[src/rtl/seq_det_pkg.sv]
// Shared definitions for the sequence-detector family and its serial feeder:
// the feeder FSM encoding, the default idle level of the serial line and the
// detector state encodings used by both detector and feeder benches.
package seq_det_pkg;

    typedef enum logic {
        SER_IDLE  = 1'b0,
        SER_SHIFT = 1'b1
    } ser_state_t;

    localparam logic SER_IDLE_BIT_DEFAULT = 1'b0;

    typedef enum logic [1:0] {
        S0 = 2'd0,
        S1 = 2'd1,
        S2 = 2'd2
    } det_state_t;

endpackage

[src/rtl/seq_bit_serializer_if.sv]
// Parallel-word valid/ready handshake feeding seq_bit_serializer.
// master = word producer, slave = serializer.
interface seq_bit_serializer_if #(
    parameter int WIDTH = 8
);
    logic [WIDTH-1:0] in_data;
    logic             in_valid;
    logic             in_ready;

    modport master (output in_data, output in_valid, input in_ready);
    modport slave  (input in_data, input in_valid, output in_ready);
endinterface

[src/rtl/seq_bit_serializer.sv]
// Parallel-to-serial feeder for the serial sequence detectors.
// Words arrive over a valid/ready handshake and are shifted out one bit per
// clock on ser_out. A one-word holding buffer lets consecutive words stream
// without an idle bit between them. All outputs are registered; reset is
// asynchronous and active-low.
// Optional build macro SER_PARITY_EN: appends an even-parity bit after the
// WIDTH data bits of every word.
module seq_bit_serializer
    import seq_det_pkg::*;
#(
    parameter int   WIDTH     = 8,
    parameter bit   MSB_FIRST = 1'b1,
    parameter logic IDLE_BIT  = SER_IDLE_BIT_DEFAULT,
    parameter int   CNT_W     = 16
) (
    input  logic                 clk,
    input  logic                 rst,
    seq_bit_serializer_if.slave  bus,
    output logic                 ser_out,
    output logic                 ser_valid,
    output logic                 busy,
    output logic [CNT_W-1:0]     word_cnt
);

`ifdef SER_PARITY_EN
    localparam int NBITS = WIDTH + 1;
`else
    localparam int NBITS = WIDTH;
`endif
    localparam int              BC_W     = $clog2(NBITS);
    localparam logic [BC_W-1:0] LAST_IDX = BC_W'(NBITS - 1);
`ifdef SER_PARITY_EN
    // Index of the last data bit; the bit after it is the parity bit.
    localparam logic [BC_W-1:0] PAR_IDX  = BC_W'(WIDTH - 1);
`endif

    ser_state_t        state;
    logic [WIDTH-1:0]  shreg;      // bits still to be sent after the current one
    logic [WIDTH-1:0]  hold_buf;
    logic              hold_vld;
    logic [BC_W-1:0]   bit_cnt;    // index of the bit currently on ser_out
    logic              ser_out_r;
    logic              ser_valid_r;
    logic              busy_r;
    logic              in_ready_r;
    logic [CNT_W-1:0]  word_cnt_r;
`ifdef SER_PARITY_EN
    logic              par_r;
`endif

    logic              xfer;
    logic              last_bit;
    logic [WIDTH-1:0]  load_src;
    logic              next_bit;

    function automatic logic first_bit(input logic [WIDTH-1:0] w);
        return MSB_FIRST ? w[WIDTH-1] : w[0];
    endfunction

    function automatic logic [WIDTH-1:0] shift_word(input logic [WIDTH-1:0] w);
        return MSB_FIRST ? (w << 1) : (w >> 1);
    endfunction

    assign xfer     = bus.in_valid & in_ready_r;
    assign last_bit = (bit_cnt == LAST_IDX);
    // In SER_IDLE hold_vld is always 0, so this also selects in_data there.
    assign load_src = hold_vld ? hold_buf : bus.in_data;

    // Select the bit that follows the current one within the word.
    always_comb begin
        next_bit = first_bit(shreg);
`ifdef SER_PARITY_EN
        if (bit_cnt == PAR_IDX) next_bit = par_r;
`endif
    end

    // Serializer FSM: loads, shifts, reloads from the holding buffer, counts words.
    always_ff @(posedge clk or negedge rst) begin
        if (!rst) begin
            state       <= SER_IDLE;
            shreg       <= '0;
            hold_buf    <= '0;
            hold_vld    <= 1'b0;
            bit_cnt     <= '0;
            ser_out_r   <= IDLE_BIT;
            ser_valid_r <= 1'b0;
            busy_r      <= 1'b0;
            in_ready_r  <= 1'b1;
            word_cnt_r  <= '0;
`ifdef SER_PARITY_EN
            par_r       <= 1'b0;
`endif
        end else begin
            case (state)
                SER_IDLE: begin
                    if (xfer) begin
                        shreg       <= shift_word(load_src);
                        ser_out_r   <= first_bit(load_src);
                        bit_cnt     <= '0;
`ifdef SER_PARITY_EN
                        par_r       <= ^load_src;
`endif
                        state       <= SER_SHIFT;
                        ser_valid_r <= 1'b1;
                        busy_r      <= 1'b1;
                    end
                end
                SER_SHIFT: begin
                    if (last_bit) begin
                        word_cnt_r <= word_cnt_r + CNT_W'(1);
                        // A held word and a new transfer never coincide: in_ready is low while holding.
                        if (hold_vld || xfer) begin
                            shreg      <= shift_word(load_src);
                            ser_out_r  <= first_bit(load_src);
                            bit_cnt    <= '0;
`ifdef SER_PARITY_EN
                            par_r      <= ^load_src;
`endif
                            hold_vld   <= 1'b0;
                            in_ready_r <= 1'b1;
                        end else begin
                            state       <= SER_IDLE;
                            ser_out_r   <= IDLE_BIT;
                            ser_valid_r <= 1'b0;
                            busy_r      <= 1'b0;
                        end
                    end else begin
                        ser_out_r <= next_bit;
                        shreg     <= shift_word(shreg);
                        bit_cnt   <= bit_cnt + BC_W'(1);
                        if (xfer) begin
                            hold_buf   <= bus.in_data;
                            hold_vld   <= 1'b1;
                            in_ready_r <= 1'b0;
                        end
                    end
                end
                default: state <= SER_IDLE;
            endcase
        end
    end

    assign bus.in_ready = in_ready_r;
    assign ser_out      = ser_out_r;
    assign ser_valid    = ser_valid_r;
    assign busy         = busy_r;
    assign word_cnt     = word_cnt_r;

endmodule

[src/flat_wrapper.sv]
// flat-port wrapper written by rule: the top's interface ports become plain ports
module seq_bit_serializer_flat import seq_det_pkg::*;
#(
    parameter int   WIDTH     = 8,
    parameter bit   MSB_FIRST = 1'b1,
    parameter logic IDLE_BIT  = SER_IDLE_BIT_DEFAULT,
    parameter int   CNT_W     = 16
)
  (clk, rst, ser_out, ser_valid, busy, word_cnt, bus_in_data, bus_in_valid, bus_in_ready);
  seq_bit_serializer_if #(.WIDTH(WIDTH)) bus_i ();
  input  logic clk;
  input  logic rst;
  output logic ser_out;
  output logic ser_valid;
  output logic busy;
  output logic [CNT_W-1:0] word_cnt;
  input wire logic [$bits(bus_i.in_data)-1:0] bus_in_data;
  input wire logic [$bits(bus_i.in_valid)-1:0] bus_in_valid;
  output wire logic [$bits(bus_i.in_ready)-1:0] bus_in_ready;
  assign bus_i.in_data = bus_in_data;
  assign bus_i.in_valid = bus_in_valid;
  assign bus_in_ready = bus_i.in_ready;
  seq_bit_serializer #(.WIDTH(WIDTH), .MSB_FIRST(MSB_FIRST), .IDLE_BIT(IDLE_BIT), .CNT_W(CNT_W)) u_core (.clk(clk), .rst(rst), .bus(bus_i), .ser_out(ser_out), .ser_valid(ser_valid), .busy(busy), .word_cnt(word_cnt));
endmodule
[config.mk]
export PLATFORM = sky130hd
export DESIGN_NAME = seq_bit_serializer_flat
export DESIGN_NICKNAME = d
export VERILOG_FILES = /design/src/rtl/seq_det_pkg.sv /design/src/rtl/seq_bit_serializer_if.sv /design/src/rtl/seq_bit_serializer.sv /design/src/flat_wrapper.sv
export SDC_FILE = /design/constraint.sdc
export NUM_CORES = 1
export LEC_CHECK = 0
export CAP_MARGIN = 10
export CORE_ASPECT_RATIO = 0.7
export CORE_MARGIN = 5
export CORE_UTILIZATION = 56
export CTS_CLUSTER_SIZE = 12
export DETAILED_ROUTE_END_ITERATION = 8
export PLACE_DENSITY = 0.84
export SLEW_MARGIN = 25
export SYNTH_ARGS = -nofsm -noshare
export SYNTH_HDL_FRONTEND = slang
export SYNTH_SLANG_ARGS = --single-unit
[constraint.sdc]
create_clock -name clk -period 5.1 [get_ports clk]
set_input_delay 1.02 -clock clk [delete_from_list [all_inputs] [get_ports clk]]
set_output_delay 1.02 -clock clk [all_outputs]
set_load 0.01 [all_outputs]
==> results of run 1 <==
-- layer usage --
layer  up-vias  wire length (microns)  GRT usage [%]  share of wire [%]
li1        617                      -              -                  -
met5         -                      0              0                  0
met3         6                    132           4.50                3.9
met2        27                   1710           26.2                 50
met4         0                     42           7.47                1.2
met1       616                   1510           21.5                 44
-- through the flow --
step	power [W]	setup slack [ps]
floorplan	0.000762	3200
global placement	0.000847	2680
detailed placement	0.000874	2620
CTS	0.00108	2680
global route	0.00114	2660
finish	0.00106	2700
-- cell usage after synthesis, types with 3 or more instances --
cell	number	area [sq um]
sky130_fd_sc_hd__ha_1	4	50.1
sky130_fd_sc_hd__mux2_2	10	113
sky130_fd_sc_hd__nand2_1	20	75.1
sky130_fd_sc_hd__a21oi_1	6	30.0
sky130_fd_sc_hd__nand2b_1	4	25.0
sky130_fd_sc_hd__buf_4	3	22.5
sky130_fd_sc_hd__dfrtp_1	38	951
sky130_fd_sc_hd__a22o_1	3	26.3
sky130_fd_sc_hd__o21ai_0	15	75.1
sky130_fd_sc_hd__nor2_1	6	22.5
sky130_fd_sc_hd__nand3_1	9	45.0
sky130_fd_sc_hd__inv_1	3	11.3
sky130_fd_sc_hd__buf_2	3	15.0
sky130_fd_sc_hd__mux2i_1	6	60.1
sky130_fd_sc_hd__xnor2_1	14	123
-- sequential cells by signal (all words and copies together) (netlist names) --
name / cells
u_core.ser_out: 1
u_core.shreg: 7
u_core.state: 1
u_core.hold_vld: 1
u_core.word_cnt: 16
u_core.ser_valid: 1
u_core.hold_buf: 8
u_core.bit_cnt: 3
u_core.bus.in_ready: 1
-- worst paths after layout --
check	startpoint	endpoint	slack (ps)	depth (start not counted)
worst min register to register	u_core.shreg[6]$_DFFE_PN0P_	u_core.shreg[6]$_DFFE_PN0P_	480	2
max in group asynchronous	rst	u_core.word_cnt[14]$_DFFE_PN0P_	3740	1
worst max register to register	u_core.bit_cnt[0]$_DFFE_PN0P_	u_core.word_cnt[11]$_DFFE_PN0P_	3200	6
min in group asynchronous	rst	u_core.hold_buf[1]$_DFFE_PN0P_	840	1
worst max-delay path	u_core.bus.in_ready$_DFFE_PN1P_	bus_in_ready	2700	1
worst min-delay path	u_core.shreg[6]$_DFFE_PN0P_	u_core.shreg[6]$_DFFE_PN0P_	480	2
-- cell families (layout without fill, tap and decap cells) --
family	Yosys count	in the layout	synth area share, %
AO/OA/AOI/OAI	30	30	10.1
XOR/XNOR	15	15	7.22
adder cells (fa/ha/maj)	4	4	2.75
buffers and inverters	10	41	2.89
flip-flops	39	39	53.7
multiplexers	16	16	9.49
AND/OR/NAND/NOR	49	49	13.8
-- area by class of cell --
class | count | area share [%]
sequential | 39 | 44.4
multi-input combinational | 114 | 35.9
timing repair buffer | 30 | 13.4
clock buffer | 7 | 3.47
tap | 38 | 2.16
inverter | 3 | 0.511
clock inverter | 1 | 0.227
-- tightest hold or removal path: cells and delay by family (launching register included) --
family	cells	cell delay, ps
and+or+nand+nor	1	40
AOI/OAI and AO/OA	1	60
DFF	1	340
-- power groups by stage --
| stage | Combinational, W | Clock [W] | Sequential, W |
|---|---|---|---|
| after global placement | 0.000343 | 0 | 0.000504 |
| after detailed placement | 0.000361 | 0 | 0.000513 |
| after global routing | 0.000405 | 0.000214 | 0.000524 |
| final | 0.000357 | 0.000197 | 0.000508 |
| after CTS | 0.000363 | 0.000205 | 0.000508 |
| after floorplan | 0.000282 | 0 | 0.000480 |
==> impl_metrics.csv, run 1 <==
group,metric,value,unit
status,status,"completed",
power_and_ir_drop,combinational_share_of_power,33.6,%
yosys,ys_dominant_reg_cell,"sky130_fd_sc_hd__dfrtp_1",
layout,sequential_cell_area,977,sq um
place,buffer_ports.inserted,30,
yosys,ff_latch_count_synth,39,
global_route,grt.total_usage,16.6,%
yosys,synth_async_sr_flop_share,100,%
place,dp.final_hpwl,2450,microns
timing,report.final.slew_viol_count,0,
timing,fin_worst_hold_slack,476,ps
layout,commonest_cells_after_routing_fill_and_taps_aside,"38 x sky130_fd_sc_hd__dfrtp_1, 29 x sky130_fd_sc_hd__clkdlybuf4s50_1, 20 x sky130_fd_sc_hd__nand2_1",
clock_network,post_cts_setup_buffer_count,0,
timing,worst_margin_slew,842,ps
timing,grt_setup_unrepaired,"no",
detailed_routing,drt-pass1-iter-count,4,
power_and_ir_drop,netSwitchingPower,0.000369,W
power_and_ir_drop,peakVddDrop,0.000285,V
power_and_ir_drop,power_density,482,mW/mm^2
yosys,summed_instance_area_of_the_synthesized_netlist,0.00182,sq mm
critical_path,path_cells,"clkdlybuf4s50_1",
timing,fin_skew,4.71,ps
detailed_routing,drtIter0Drc,125,
critical_path,arrival_time_of_the_worst_setup_path,1380,ps
layout,final_area,0.00220,sq mm
critical_path,worst_ep_required_time,4080,ps
global_route,grt_pass1_wl,5890,microns
critical_path,cp_max_fo,4,
clock_network,clock_tree.root_cell,"sky130_fd_sc_hd__clkbuf_8",
floorplanning,floorplan_core_area,0.00313,sq mm
timing,slew-limit-headroom,43.9,%
yosys,synth_warnings,0,
detailed_routing,route.detailed.drc,0,
timing,fin_crit,2400,ps
critical_path,timing.setup.critical_path_class,"reg2out",
clock_network,clkSlewWorstSetupHoldPaths,70,ps
place,gp_routability_congestion,0.764,
place,cell_count_after_placement,224,
floorplanning,fp.dieW,78.1,microns
layout,syn_to_final_growth,21.0,%
global_route,grt_start_max_net_pins,40,
timing,finalHoldViolCount,0,
layout,nFillCells,223,
flow_run,max_cap_viol_count,0,
global_route,via_count_of_the_first_global_routing_pass,1257,
global_route,antenna_violations_before_repair,0,
critical_path,crit_family,"flip-flops",
power_and_ir_drop,share_seq_of_total_power,47.8,%
floorplanning,fp-row-count,17,
timing,setup_tns,0,ps
global_route,gr-total-overflow,0,
detailed_routing,route.detailed.wl_per_inst,14.6,microns
layout,multi_input_comb_area,790,sq um
clock_network,resized_after_cts,0,
power_and_ir_drop,sw_frac_of_total,34.7,%
clock_network,cts.path.max_buffers,2,
layout,antenna_cells,0,
clock_network,cts_num_sinks,39,
floorplanning,die_h,57.7,microns
layout,final_core_occ,70.4,%
clock_network,postCtsHoldBufs,0,
detailed_routing,post_route_antenna_net_violation_count,0,
timing,fmaxAchievable,0.416,GHz
critical_path,cp_slowest_cell,"sky130_fd_sc_hd__dfstp_2",
detailed_routing,route.detailed.vias_per_inst,5.46,
layout,layout-drive-gt1-share,11.9,%
critical_path,crit_path_start_kind,"flip-flop",
yosys,syn_nets,178,
floorplanning,floorplan.io_pins,31,
yosys,edff_count_synth,0,
yosys,synth_cell_types,32,
yosys,part_of_the_yosys_area_used_for_sequential_elements,53.7,%
critical_path,timing.critical_path.buf_inv,1,
yosys,synthesis.instances,163,
place,placedInstanceArea,0.00212,sq mm
clock_network,cts_buffers,5,
clock_network,cts.htree.levels,2,
timing,timing.final.setup_violations,0,
power_and_ir_drop,clockPowerShare,18.5,%
floorplanning,initial_utilization,58.2,%
layout,final_cells,232,
yosys,postSynthAreaPerCell,11.2,sq um
clock_network,clock_tree_from_tritoncts,"done",
layout,layout.cells.most_common,"sky130_fd_sc_hd__dfrtp_1",
critical_path,critical_path_end_type,"output port",
layout,nets,208,
power_and_ir_drop,internal-power,0.000694,W
critical_path,max_stage_delay,550,ps
detailed_routing,vias_post_dr,1266,
timing,period_share,47.1,%
min_path,hold_path_class,"reg2reg",
power_and_ir_drop,total_leakage_power,0.945,nW
floorplanning,fp.dieArea,0.00451,sq mm
detailed_routing,routed_wl,3390,microns
clock_network,clk_latency,290,ps
No activity file was read; power rests on OpenSTA's default activity.
==> run 2: changes to the inputs <==
CORE_UTILIZATION = 47   (was 56)
PLACE_DENSITY = 0.75   (was 0.84)
clock period = 2.2 ns   (was 5.1 ns; I/O delays follow)
==> run 2 against run 1 <==
Die area up 16%. Hold slack worse by 230 ps. Combinational power up 140%. Via count up 0.24%. Clock-buffer cell count down 2. Power up 130%. Global-route usage down 1.0 points. Largest cell class unchanged.
==> impl_metrics.csv, run 2 (synthesis results as in run 1) <==
group,metric,value,unit
detailed_routing,post_route_antenna_net_violation_count,0,
timing,slew-limit-headroom,44.1,%
clock_network,clock_tree.root_cell,"sky130_fd_sc_hd__clkbuf_8",
critical_path,crit_path_start_kind,"flip-flop",
layout,layout-drive-gt1-share,12.9,%
critical_path,critical_path.reg2reg.endpoint,"u_core.word_cnt[15]$_DFFE_PN0P_",
critical_path,timing.setup.critical_path_class,"reg2reg",
global_route,gr-total-overflow,0,
critical_path,cp_max_fo,10,
critical_path,worst_ep_required_time,2380,ps
floorplanning,floorplan_core_area,0.00363,sq mm
floorplanning,initial_utilization,50.2,%
critical_path,arrival_time_of_the_worst_setup_path,2180,ps
floorplanning,die_h,62.1,microns
power_and_ir_drop,total_leakage_power,0.950,nW
detailed_routing,routed_wl,3640,microns
power_and_ir_drop,peakVddDrop,0.000421,V
clock_network,clock_tree_from_tritoncts,"done",
timing,grt_setup_unrepaired,"no",
layout,layout.cells.most_common,"sky130_fd_sc_hd__dfrtp_1",
power_and_ir_drop,netSwitchingPower,0.000891,W
timing,fmaxAchievable,0.500,GHz
detailed_routing,drtIter0Drc,46,
critical_path,r2r_start,"u_core.bit_cnt[0]$_DFFE_PN0P_",
power_and_ir_drop,power_density,1120,mW/mm^2
timing,report.final.slew_viol_count,0,
power_and_ir_drop,combinational_share_of_power,34.3,%
power_and_ir_drop,sw_frac_of_total,35.7,%
clock_network,cts.htree.levels,2,
global_route,antenna_violations_before_repair,0,
detailed_routing,route.detailed.drc,0,
layout,commonest_cells_after_routing_fill_and_taps_aside,"38 x sky130_fd_sc_hd__dfrtp_1, 29 x sky130_fd_sc_hd__clkdlybuf4s50_1, 20 x sky130_fd_sc_hd__nand2_1",
status,status,"completed",
global_route,grt_pass1_wl,6220,microns
floorplanning,fp.dieW,84.4,microns
detailed_routing,route.detailed.vias_per_inst,5.20,
detailed_routing,vias_post_dr,1269,
timing,fin_crit,2000,ps
timing,timing.final.setup_violations,0,
layout,final_area,0.00222,sq mm
global_route,grt.total_usage,15.6,%
flow_run,max_cap_viol_count,0,
clock_network,clk_latency,290,ps
timing,period_share,90.8,%
detailed_routing,route.detailed.wl_per_inst,14.9,microns
floorplanning,fp.dieArea,0.00523,sq mm
layout,nFillCells,297,
timing,finalHoldViolCount,0,
clock_network,resized_after_cts,0,
power_and_ir_drop,share_seq_of_total_power,47.2,%
timing,fin_skew,7.13,ps
clock_network,cts.path.max_buffers,2,
min_path,hold_path_class,"in2async",
critical_path,regToRegSetupSlack,200,ps
layout,syn_to_final_growth,22.0,%
layout,nets,208,
clock_network,postCtsHoldBufs,0,
timing,setup_tns,0,ps
critical_path,critical_path_end_type,"flip-flop",
power_and_ir_drop,internal-power,0.00160,W
global_route,via_count_of_the_first_global_routing_pass,1252,
clock_network,cts_buffers,5,
floorplanning,floorplan.io_pins,31,
layout,final_cells,244,
clock_network,clkSlewWorstSetupHoldPaths,80,ps
place,buffer_ports.inserted,30,
power_and_ir_drop,clockPowerShare,18.6,%
place,placedInstanceArea,0.00214,sq mm
critical_path,worstRegToRegCells,6,
detailed_routing,drt-pass1-iter-count,4,
layout,largest_register_ff_count,16,
clock_network,cts_num_sinks,39,
place,dp.final_hpwl,2820,microns
global_route,grt_start_max_net_pins,40,
timing,worst_margin_slew,838,ps
clock_network,post_cts_setup_buffer_count,0,
layout,antenna_cells,0,
floorplanning,fp-row-count,18,
place,cell_count_after_placement,236,
place,gp_routability_congestion,0.772,
[run 2: layout make-up]
cell class	count	area (sq um)	area share [%]
Clock buffer	5	68.8	3.10
Clock inverter	3	15.0	0.676
Multi-Input combinational cell	114	790	35.6
Sequential cell	39	977	44.0
Inverter	3	11.3	0.507
Tap cell	50	62.6	2.82
Timing Repair Buffer	30	295	13.3
[run 2: layer usage]
| metal | track usage [%] | wire (microns) | vias up |
|---|---|---|---|
| li1 | - | - | 623 |
| met1 | 20.7 | 1690 | 615 |
| met2 | 24.6 | 1710 | 24 |
| met3 | 3.43 | 158 | 7 |
| met4 | 8.13 | 82 | 0 |
| met5 | 0 | 0 | - |
[run 2: metrics by stage]
stage	hold WS, ps	power [W]	utilization [%]	worst slack (ps)
2_1_floorplan	144	0.00177	-	594
3_3_place_gp	458	0.00198	58.9	347
3_5_place_dp	469	0.00206	58.9	197
4_1_cts	273	0.00252	61.2	186
5_1_grt	315	0.00269	61.2	25.4
6_report	243	0.00250	61.2	202
[run 2: power groups by stage]
| stage | registers, W | clock network, W | logic, W |
|---|---|---|---|
| 3_3_place_gp | 0.00117 | 0 | 0.000813 |
| 6_report | 0.00118 | 0.000464 | 0.000855 |
| 2_1_floorplan | 0.00111 | 0 | 0.000655 |
| 3_5_place_dp | 0.00120 | 0 | 0.000864 |
| 5_1_grt | 0.00122 | 0.000519 | 0.000956 |
| 4_1_cts | 0.00118 | 0.000481 | 0.000865 |
[run 2: critical path: stages, from the launching register on]
cell and delay [ps]:
sky130_fd_sc_hd__dfrtp_1 380, sky130_fd_sc_hd__ha_1 200, sky130_fd_sc_hd__ha_1 410, sky130_fd_sc_hd__nand2_1 200
sky130_fd_sc_hd__nor2_2 350, sky130_fd_sc_hd__nand3_1 170, sky130_fd_sc_hd__xnor2_1 170
[run 2: worst max-delay path by stage]
stage                                              from                               to  slack, ps  cells past startpoint
after floorplan           u_core.bit_cnt[0]$_DFFE_PN0P_      u_core.shreg[3]$_DFFE_PN0P_        590                      7
after global placement                     bus_in_valid   u_core.hold_buf[6]$_DFFE_PN0P_        350                      4
after detailed placement  u_core.bit_cnt[0]$_DFFE_PN0P_  u_core.word_cnt[15]$_DFFE_PN0P_        200                      6
after CTS                 u_core.bit_cnt[0]$_DFFE_PN0P_  u_core.word_cnt[15]$_DFFE_PN0P_        190                      6
after global routing      u_core.bit_cnt[0]$_DFFE_PN0P_  u_core.word_cnt[15]$_DFFE_PN0P_         30                      6
final                     u_core.bit_cnt[0]$_DFFE_PN0P_  u_core.word_cnt[15]$_DFFE_PN0P_        200                      6
==> run 3: changes to the inputs <==
CORE_UTILIZATION = 52   (was 47)
PLACE_DENSITY = 0.79   (was 0.75)
SETUP_SLACK_MARGIN = 0.2   (was not set)
clock period = 2.27 ns   (was 2.2 ns; I/O delays follow)
==> run 3 against run 2 <==
Combinational power fell by 4.0%. Critical path depth did not move. Register-to-register slack improved by 200 ps. Sequential power hardly changed. Fmax up 6.8%.
==> impl_metrics.csv, run 3 (synthesis results as in run 1) <==
group,metric,value,unit
min_path,hold_path_class,"in2async",
place,buffer_ports.inserted,30,
floorplanning,fp-row-count,18,
floorplanning,floorplan_core_area,0.00345,sq mm
global_route,grt.total_usage,16.8,%
layout,final_area,0.00223,sq mm
clock_network,cts.path.max_buffers,2,
timing,finalHoldViolCount,0,
layout,layout.cells.most_common,"sky130_fd_sc_hd__dfrtp_1",
place,placedInstanceArea,0.00214,sq mm
layout,largest_register_ff_count,16,
timing,report.final.slew_viol_count,0,
critical_path,path_cells,"ha_1, ha_2, nand2_1, nor2_2, nand4_1, xnor2_1",
timing,grt_setup_unrepaired,"no",
global_route,grt_start_max_net_pins,40,
global_route,grt_pass1_wl,5970,microns
global_route,global_route.usage.met2,29.1,%
power_and_ir_drop,total_leakage_power,0.947,nW
place,gp_routability_congestion,0.777,
layout,layout-drive-gt1-share,13.0,%
critical_path,critical_path_end_type,"flip-flop",
clock_network,cts.htree.levels,2,
global_route,use_met1,19.6,%
detailed_routing,drt-pass1-iter-count,4,
clock_network,clk_latency,290,ps
floorplanning,initial_utilization,52.8,%
clock_network,postCtsHoldBufs,0,
clock_network,clkSlewWorstSetupHoldPaths,70,ps
timing,fin_skew,5.31,ps
floorplanning,die_h,59.5,microns
global_route,antenna_violations_before_repair,0,
detailed_routing,route.detailed.drc,0,
layout,commonest_cells_after_routing_fill_and_taps_aside,"38 x sky130_fd_sc_hd__dfrtp_1, 29 x sky130_fd_sc_hd__clkdlybuf4s50_1, 20 x sky130_fd_sc_hd__nand2_1",
critical_path,worst_ep_required_time,2440,ps
timing,setup_tns,0,ps
detailed_routing,route.detailed.wl_per_inst,14.9,microns
detailed_routing,routed_wl,3620,microns
global_route,global_route.peak_usage_layer,"met2",
critical_path,max_stage_delay,380,ps
floorplanning,floorplan.io_pins,31,
timing,period_share,82.4,%
detailed_routing,post_route_antenna_net_violation_count,0,
clock_network,cts_buffers,5,
clock_network,clock_tree_from_tritoncts,"done",
critical_path,cp_slowest_cell,"sky130_fd_sc_hd__dfrtp_1",
layout,nets,208,
timing,slew-limit-headroom,43.9,%
power_and_ir_drop,peakVddDrop,0.000679,V
critical_path,crit_path_start_kind,"flip-flop",
power_and_ir_drop,power_density,1090,mW/mm^2
global_route,grt.met3_usage,4.86,%
layout,syn_to_final_growth,22.4,%
layout,nFillCells,279,
floorplanning,fp.dieW,80.7,microns
clock_network,clock_tree.root_cell,"sky130_fd_sc_hd__clkbuf_8",
critical_path,timing.setup.critical_path_class,"reg2reg",
global_route,via_count_of_the_first_global_routing_pass,1218,
critical_path,cp_max_fo,10,
power_and_ir_drop,finalPower,0.00243,W
critical_path,arrival_time_of_the_worst_setup_path,2050,ps
clock_network,cts_num_sinks,39,
timing,worst_margin_slew,841,ps
global_route,gr-total-overflow,0,
timing,fin_crit,1870,ps
status,status,"completed",
place,dp.final_hpwl,2680,microns
timing,fmaxAchievable,0.535,GHz
flow_run,max_cap_viol_count,0,
floorplanning,fp.dieArea,0.00480,sq mm
detailed_routing,drtIter0Drc,45,
detailed_routing,route.detailed.vias_per_inst,5.27,
layout,antenna_cells,0,
detailed_routing,vias_post_dr,1280,
layout,final_core_occ,64.6,%
timing,timing.final.setup_violations,0,
==> run 3: changes by cell type in the layout (fill, tap and decap cells not counted), sizes merged <==
cell / change
clkinv: -2
clkbuf: +1
==> run 3: per-stage QoR <==
stage          setup slack (ps)  hold WS (ps)  cells
2_1_floorplan               664           158    163
3_3_place_gp                413           459    236
3_5_place_dp                284           469    236
4_1_cts                     236           291    243
5_1_grt                     317           349    243
6_report                    399           263    243
==> run 3: worst max-delay path, delay by kind of cell (launching register included) <==
| kind | cells | cell delay, ps |
|---|---|---|
| flip-flops | 1 | 380 |
| XOR/XNOR | 1 | 150 |
| adder cells (fa/ha/maj) | 2 | 520 |
| AND/OR/NAND/NOR | 3 | 700 |
==> run 3: repair_timing <==
| action | CTS | global route |
|---|---|---|
| endpoints found under the setup margin | 0 | 4 |
| buffers inserted | 0 | 0 |
| resized for setup | 0 | 1 |
| endpoints found under the hold margin | 0 | 0 |
==> run 3: layout make-up <==
cell class / instances / area [sq um] / share of cell area, %
flip-flops and latches: 39 / 977 / 43.9
multi-input cells: 114 / 792 / 35.6
repair buffers: 30 / 295 / 13.3
clock buffers: 6 / 82.6 / 3.71
well taps: 50 / 62.6 / 2.81
inverters: 3 / 11.3 / 0.506
clock inverters: 1 / 5.00 / 0.225
==> run 3: per-layer routing <==
metal / wire length, microns / vias up
met5: 0 / -
met4: 59 / 0
met3: 143 / 7
met2: 1940 / 24
met1: 1480 / 631
li1: - / 618
==> run 3: report_power, final <==
part	total (W)	internal, W	switching [W]
clock network	0.000465	0.000238	0.000226
registers	0.00115	0.000926	0.000222
logic	0.000821	0.000423	0.000397
==> run 3: final timing paths <==
kind	startpoint	to	slack, ps	cells past startpoint
max in group asynchronous	rst	u_core.bit_cnt[1]$_DFFE_PN0P_	1470	1
hold / removal	rst	u_core.hold_buf[1]$_DFFE_PN0P_	260	1
setup / recovery	u_core.bit_cnt[0]$_DFFE_PN0P_	u_core.word_cnt[11]$_DFFE_PN0P_	400	6
min in group clk	u_core.word_cnt[15]$_DFFE_PN0P_	u_core.word_cnt[15]$_DFFE_PN0P_	480	1
hold reg to reg	u_core.word_cnt[15]$_DFFE_PN0P_	u_core.word_cnt[15]$_DFFE_PN0P_	480	1
setup reg to reg	u_core.bit_cnt[0]$_DFFE_PN0P_	u_core.word_cnt[11]$_DFFE_PN0P_	400	6
